$ cat src/rtl/pipe_restart_sched_if.sv
//------------------------------------------------------------------------------
// pipe_restart_sched_if
// Request/sequencing bundle between the restart sources and the sequencer.
// Revision: 1.0
//------------------------------------------------------------------------------
`default_nettype none

interface pipe_restart_sched_if #(
    parameter int NSEG = 12
);
    logic            jrestart;
    logic [NSEG-1:0] restartps;
    logic [8:0]      pdepth;
    logic [NSEG-1:0] pip_rst;
    logic [NSEG-1:0] we;
    logic [NSEG-1:0] re;
    logic            busy;
    logic [3:0]      active_seg;
    logic            done_pls;

    modport master (
        output jrestart, restartps, pdepth,
        input  pip_rst, we, re, busy, active_seg, done_pls
    );

    modport slave (
        input  jrestart, restartps, pdepth,
        output pip_rst, we, re, busy, active_seg, done_pls
    );
endinterface

`default_nettype wire

$ cat src/rtl/pipe_restart_sched.sv
//------------------------------------------------------------------------------
// pipe_restart_sched
// Round-robin restart sequencer driving per-segment pipeline FIFO reset/WE/RE.
// Revision: 1.0
//------------------------------------------------------------------------------
`default_nettype none

module pipe_restart_sched #(
    parameter int NSEG      = 12,
    parameter int RST_CYC   = 4,
    parameter int RECOV_CYC = 8
) (
    input  logic                     clk,
    input  logic                     rst_b,
    pipe_restart_sched_if.slave      bus
);

    localparam int CMAX = (RST_CYC > RECOV_CYC) ? RST_CYC : RECOV_CYC;
    localparam int CW   = $clog2(CMAX + 1);

    typedef enum logic [1:0] {
        S_IDLE  = 2'd0,
        S_RESET = 2'd1,
        S_RECOV = 2'd2,
        S_FILL  = 2'd3
    } state_t;

    state_t          state, state_nxt;
    logic [CW-1:0]   cnt, cnt_nxt;
    logic [8:0]      fill, fill_nxt;
    logic [3:0]      seg, seg_nxt;
    logic [3:0]      ptr, ptr_nxt;
    logic [NSEG-1:0] pending, pending_nxt;
    logic [NSEG-1:0] pip_rst, pip_rst_nxt;
    logic [NSEG-1:0] we, we_nxt;
    logic [NSEG-1:0] re, re_nxt;
    logic            done, done_nxt;

    logic            found;
    logic [3:0]      gnt_idx;
    logic [4:0]      scan;
    logic [NSEG-1:0] gnt_oh;
    logic [NSEG-1:0] seg_oh;
    logic [NSEG-1:0] req_set;
    logic [NSEG-1:0] grant_clr;

    assign req_set = bus.restartps | {NSEG{bus.jrestart}};
    assign gnt_oh  = NSEG'(1) << gnt_idx;
    assign seg_oh  = NSEG'(1) << seg;

    // First pending segment at or after the pointer, wrapping past NSEG-1.
    always_comb begin
        found   = 1'b0;
        gnt_idx = '0;
        scan    = '0;
        for (int i = 0; i < NSEG; i++) begin
            scan = {1'b0, ptr} + 5'(i);
            if (scan >= 5'(NSEG)) begin
                scan = scan - 5'(NSEG);
            end
            if (!found && pending[scan[3:0]]) begin
                found   = 1'b1;
                gnt_idx = scan[3:0];
            end
        end
    end

    always_comb begin
        state_nxt   = state;
        cnt_nxt     = cnt;
        fill_nxt    = fill;
        seg_nxt     = seg;
        ptr_nxt     = ptr;
        pip_rst_nxt = pip_rst;
        we_nxt      = we;
        re_nxt      = re;
        done_nxt    = 1'b0;
        grant_clr   = '0;

        case (state)
            S_IDLE: begin
                if (found) begin
                    seg_nxt     = gnt_idx;
                    ptr_nxt     = (gnt_idx == 4'(NSEG - 1)) ? 4'd0 : gnt_idx + 4'd1;
                    grant_clr   = gnt_oh;
                    pip_rst_nxt = pip_rst | gnt_oh;
                    we_nxt      = we & ~gnt_oh;
                    re_nxt      = re & ~gnt_oh;
                    cnt_nxt     = CW'(RST_CYC - 1);
                    state_nxt   = S_RESET;
                end
            end
            S_RESET: begin
                if (cnt == '0) begin
                    pip_rst_nxt = pip_rst & ~seg_oh;
                    cnt_nxt     = CW'(RECOV_CYC - 1);
                    state_nxt   = S_RECOV;
                end else begin
                    cnt_nxt = cnt - CW'(1);
                end
            end
            S_RECOV: begin
                if (cnt == '0) begin
                    we_nxt = we | seg_oh;
                    // A zero-depth fill releases reads on the same edge as writes.
                    if (bus.pdepth == 9'd0) begin
                        re_nxt    = re | seg_oh;
                        done_nxt  = 1'b1;
                        state_nxt = S_IDLE;
                    end else begin
                        fill_nxt  = bus.pdepth;
                        state_nxt = S_FILL;
                    end
                end else begin
                    cnt_nxt = cnt - CW'(1);
                end
            end
            S_FILL: begin
                fill_nxt = fill - 9'd1;
                if (fill == 9'd1) begin
                    re_nxt    = re | seg_oh;
                    done_nxt  = 1'b1;
                    state_nxt = S_IDLE;
                end
            end
            default: state_nxt = S_IDLE;
        endcase

        // A request on the grant edge wins over the clear and re-queues.
        pending_nxt = (pending & ~grant_clr) | req_set;
    end

    always_ff @(posedge clk or negedge rst_b) begin
        if (!rst_b) begin
            state   <= S_IDLE;
            cnt     <= '0;
            fill    <= '0;
            seg     <= '0;
            ptr     <= '0;
            pending <= '0;
            pip_rst <= '0;
            we      <= '0;
            re      <= '0;
            done    <= 1'b0;
        end else begin
            state   <= state_nxt;
            cnt     <= cnt_nxt;
            fill    <= fill_nxt;
            seg     <= seg_nxt;
            ptr     <= ptr_nxt;
            pending <= pending_nxt;
            pip_rst <= pip_rst_nxt;
            we      <= we_nxt;
            re      <= re_nxt;
            done    <= done_nxt;
        end
    end

    assign bus.pip_rst    = pip_rst;
    assign bus.we         = we;
    assign bus.re         = re;
    assign bus.busy       = (state != S_IDLE);
    assign bus.active_seg = seg;
    assign bus.done_pls   = done;

endmodule

`default_nettype wire

$ cat src/flat_wrapper.sv
// flat-port wrapper written by rule: the top's interface ports become plain ports
module pipe_restart_sched_flat 
#(
    parameter int NSEG      = 12,
    parameter int RST_CYC   = 4,
    parameter int RECOV_CYC = 8
)
  (clk, rst_b, bus_jrestart, bus_restartps, bus_pdepth, bus_pip_rst, bus_we, bus_re, bus_busy, bus_active_seg, bus_done_pls);
  pipe_restart_sched_if #(.NSEG(NSEG)) bus_i ();
  input  logic clk;
  input  logic rst_b;
  input wire logic [$bits(bus_i.jrestart)-1:0] bus_jrestart;
  input wire logic [$bits(bus_i.restartps)-1:0] bus_restartps;
  input wire logic [$bits(bus_i.pdepth)-1:0] bus_pdepth;
  output wire logic [$bits(bus_i.pip_rst)-1:0] bus_pip_rst;
  output wire logic [$bits(bus_i.we)-1:0] bus_we;
  output wire logic [$bits(bus_i.re)-1:0] bus_re;
  output wire logic [$bits(bus_i.busy)-1:0] bus_busy;
  output wire logic [$bits(bus_i.active_seg)-1:0] bus_active_seg;
  output wire logic [$bits(bus_i.done_pls)-1:0] bus_done_pls;
  assign bus_i.jrestart = bus_jrestart;
  assign bus_i.restartps = bus_restartps;
  assign bus_i.pdepth = bus_pdepth;
  assign bus_pip_rst = bus_i.pip_rst;
  assign bus_we = bus_i.we;
  assign bus_re = bus_i.re;
  assign bus_busy = bus_i.busy;
  assign bus_active_seg = bus_i.active_seg;
  assign bus_done_pls = bus_i.done_pls;
  pipe_restart_sched #(.NSEG(NSEG), .RST_CYC(RST_CYC), .RECOV_CYC(RECOV_CYC)) u_core (.clk(clk), .rst_b(rst_b), .bus(bus_i));
endmodule
$ cat config.mk
export PLATFORM = sky130hd
export DESIGN_NAME = pipe_restart_sched_flat
export DESIGN_NICKNAME = d
export VERILOG_FILES = /design/src/rtl/pipe_restart_sched_if.sv /design/src/rtl/pipe_restart_sched.sv /design/src/flat_wrapper.sv
export SDC_FILE = /design/constraint.sdc
export NUM_CORES = 1
export LEC_CHECK = 0
export ABC_AREA = 1
export CAP_MARGIN = 20
export CORE_ASPECT_RATIO = 1.2
export CORE_UTILIZATION = 33
export DETAILED_ROUTE_END_ITERATION = 7
export GPL_ROUTABILITY_DRIVEN = 0
export RECOVER_POWER = 50
export SLEW_MARGIN = 15
export SYNTH_ARGS = -nofsm -noshare
export SYNTH_HDL_FRONTEND = slang
export SYNTH_SLANG_ARGS = --single-unit
$ cat constraint.sdc
create_clock -name clk -period 4.3 [get_ports clk]
set_clock_uncertainty 0.1 [all_clocks]
set_input_delay 0.43 -clock clk [delete_from_list [all_inputs] [get_ports clk]]
set_output_delay 0.43 -clock clk [all_outputs]
set_load 0.005 [all_outputs]
==> run metrics <==
status complete, but fails checks; failing checks max-capacitance violations, max-slew violations; slew margin rel. -20.9%; CP Launch Type flop; # IOs 66; CTS Sinks 72; Final Cycle Share 92.4%; Hold WC Path Type flop to flop; Fin Setup TNS 0 ns; CTS tree built; P&R area growth vs syn 25.3%; Yosys Warn Count 0; First-pass DRT Iterations 5; asr flop ratio synth 100%; n_diodes 0; first-pass GRT wire length 30000 um; Setup crit end kind flop; Die Y 149 um; simple-gate share of the synthesized area 35.7%; drc violations 0; register area share after synthesis 30.3%; register area 1800 sq um; Syn Area/Cell 6.67 sq um; row cnt 53; Worst-path clk slew 0.06 ns; worst hold slack 0.406 ns; crit path kind flop to flop; DR iter-0 viols 393; Final setup violation count 0; vias in the first global route 6067; CTS root buf clkbuf_16; number of routed nets with antenna violations 0; DR WL/cell 15.2 um; post-synth top area cell dfrtp_1; Die Area 18600 sq um; Compound-Gate Fraction of Synth Area 16.0%; share of layout cells above drive strength 1 13.4%; DP Area 6980 sq um; Synth area leaders dfrtp_1, nand2_1, nand3_1; Synth Cell Area 5950 sq um; Synth Area in XOR/XNOR 0.883%; Max Cap Violations 1; Avg Vias per Cell 5.11; most frequent cells in the layout nand2_1, inv_1, nand3_1; post-synth cell types 49; # fillers 1818; Max Slew Vio Count 73; worst-path maximum fanout 6; share of the synthesized area in the top cell type 30.3%; TritonCTS Buffers 9; Tmin final 3.97 ns; CTS Buffer Depth 2; Post-synth EDFFs 0; hold_buf cts 0; Total GRT Usage 20.2%; final net count 1047; CP max-delay cell dfrtp_2; multi-input logic area 3680 sq um; Syn Inst Count 893; largest family of logic cells by synthesized area simple AND/OR/NAND/NOR gates; Post-DP HPWL 14400 um; largest net degree at the start of global routing 73; DIE WIDTH 125 um; via count 6200; Worst Path Required 4.45 ns; largest stage delay on the critical path 0.44 ns; most used cell, CP nand2_1; Synth Flop Type dfrtp_1; most common library cell in the layout ignoring fill and taps nand2_1; WL final 18400 um; multiplexer share of the synthesized area 0.168%; CORE AREA 17600 sq um; Synth Area in Adders 7.14%; Overflow after GRT 0; crit path DAT 4.13 ns; Port Buffers 65; clock latency at the later pin of the worst-skew pair 0.34 ns; post-synthesis register bit count 72; design area 7460 sq um; Mapped Nets 951; initial core utilization 33.9%; antenna violations before repair 0; Hold Violations, Final 0; CTS H-tree lvls 3; actual slew at the worst max-slew pin 1.81 ns; fmax 252 MHz
[Yosys cell counts (2+ instances only)]
cell       number
nand2_1       244
inv_1         110
nand3_1        93
nor2_1         74
dfrtp_1        72
o21ai_0        51
ha_1           34
o21ai_1        25
a21oi_1        18
nand2_2        15
nand4_1        15
o21bai_1       13
nor3_1         12
o22ai_1        12
inv_2          11
o211ai_1        9
o31ai_1         8
clkbuf_1        7
nor2_2          7
a31oi_1         6
buf_2           5
xor2_1          5
a21boi_1        3
buf_6           3
nand2_4         3
nand3_2         3
nand3b_1        3
o221ai_1        3
and2_1          2
buf_4           2
clkinv_1        2
nand4_2         2
nor2_4          2
o2111ai_1       2
o21ai_2         2
or2_2           2
[sequential cells by signal (all words and copies together), names as in the netlist, 2 cells and up]
| signal | flops |
|---|---|
| u_core.bus.pip_rst | 12 |
| u_core.bus.re | 12 |
| u_core.bus.we | 12 |
| u_core.pending | 12 |
| u_core.fill | 9 |
| u_core.bus.active_seg | 4 |
| u_core.cnt | 4 |
| u_core.ptr | 4 |
| u_core.state | 2 |
[metrics by stage]
step,worst slack (ns),std cells,utilization (%)
CTS,0.0980,1205,41.4
global route,-0.0700,1214,42.4
floorplan,0.241,893,-
detailed placement,0.125,1189,39.7
global placement,0.221,1189,39.7
finish,0.326,1214,42.4
[what timing repair did]
action,in CTS,in global routing
gates resized for setup,0,36
setup endpoints to repair,0,53
setup buffers,0,9
[final timing paths]
kind                                                   from                           endpoint  slack (ns)  depth (start not counted)
worst max-delay path              u_core.ptr[0]$_DFFE_PN0P_  u_core.bus.pip_rst[0]$_DFFE_PN0P_        0.33                         30
worst min register to register  u_core.pending[1]$_DFF_PN0_        u_core.pending[1]$_DFF_PN0_        0.41                          2
max in group asynchronous                             rst_b          u_core.ptr[0]$_DFFE_PN0P_        2.41                          1
worst max register to register    u_core.ptr[0]$_DFFE_PN0P_  u_core.bus.pip_rst[0]$_DFFE_PN0P_        0.33                         30
min in group asynchronous                             rst_b      u_core.bus.we[10]$_DFFE_PN0P_        0.46                          1
worst min-delay path            u_core.pending[1]$_DFF_PN0_        u_core.pending[1]$_DFF_PN0_        0.41                          2
[cells by family after synthesis]
family,Yosys count
buffers and inverters,143
AND/OR/NAND/NOR,479
AO/OA/AOI/OAI,158
multiplexers,1
adder cells (fa/ha/maj),34
XOR/XNOR,6
flip-flops,72
[per-layer routing]
| metal | global-route usage, % | vias up | part of all wire (%) | routed length [um] |
|---|---|---|---|---|
| met4 | 6.75 | 0 | 2.4 | 435 |
| met3 | 2.26 | 28 | 4.0 | 738 |
| met2 | 37.4 | 153 | 51 | 9390 |
| li1 | - | 3131 | - | - |
| met5 | 0 | - | 0 | 0 |
| met1 | 24.2 | 2888 | 43 | 7870 |
[critical path: cells and delay by family, from the launching register on]
kind / cells / cell delay, ns
AND/OR/NAND/NOR: 14 / 1.35
flip-flops: 1 / 0.44
adder cells (fa/ha/maj): 3 / 0.63
buffers and inverters: 9 / 0.88
AO/OA/AOI/OAI: 4 / 0.47
[cell type report]
cell class	count	share of cell area, %
Multi-Input combinational cell	678	49.4
Sequential cell	72	24.2
Timing Repair Buffer	104	12.6
Inverter	124	6.31
Tap cell	220	3.69
Clock buffer	10	3.07
Clock inverter	6	0.805
Power is left out: the tool's default activity adds up to more than one toggle a clock period on the data nets, which glitch-free logic cannot reach.
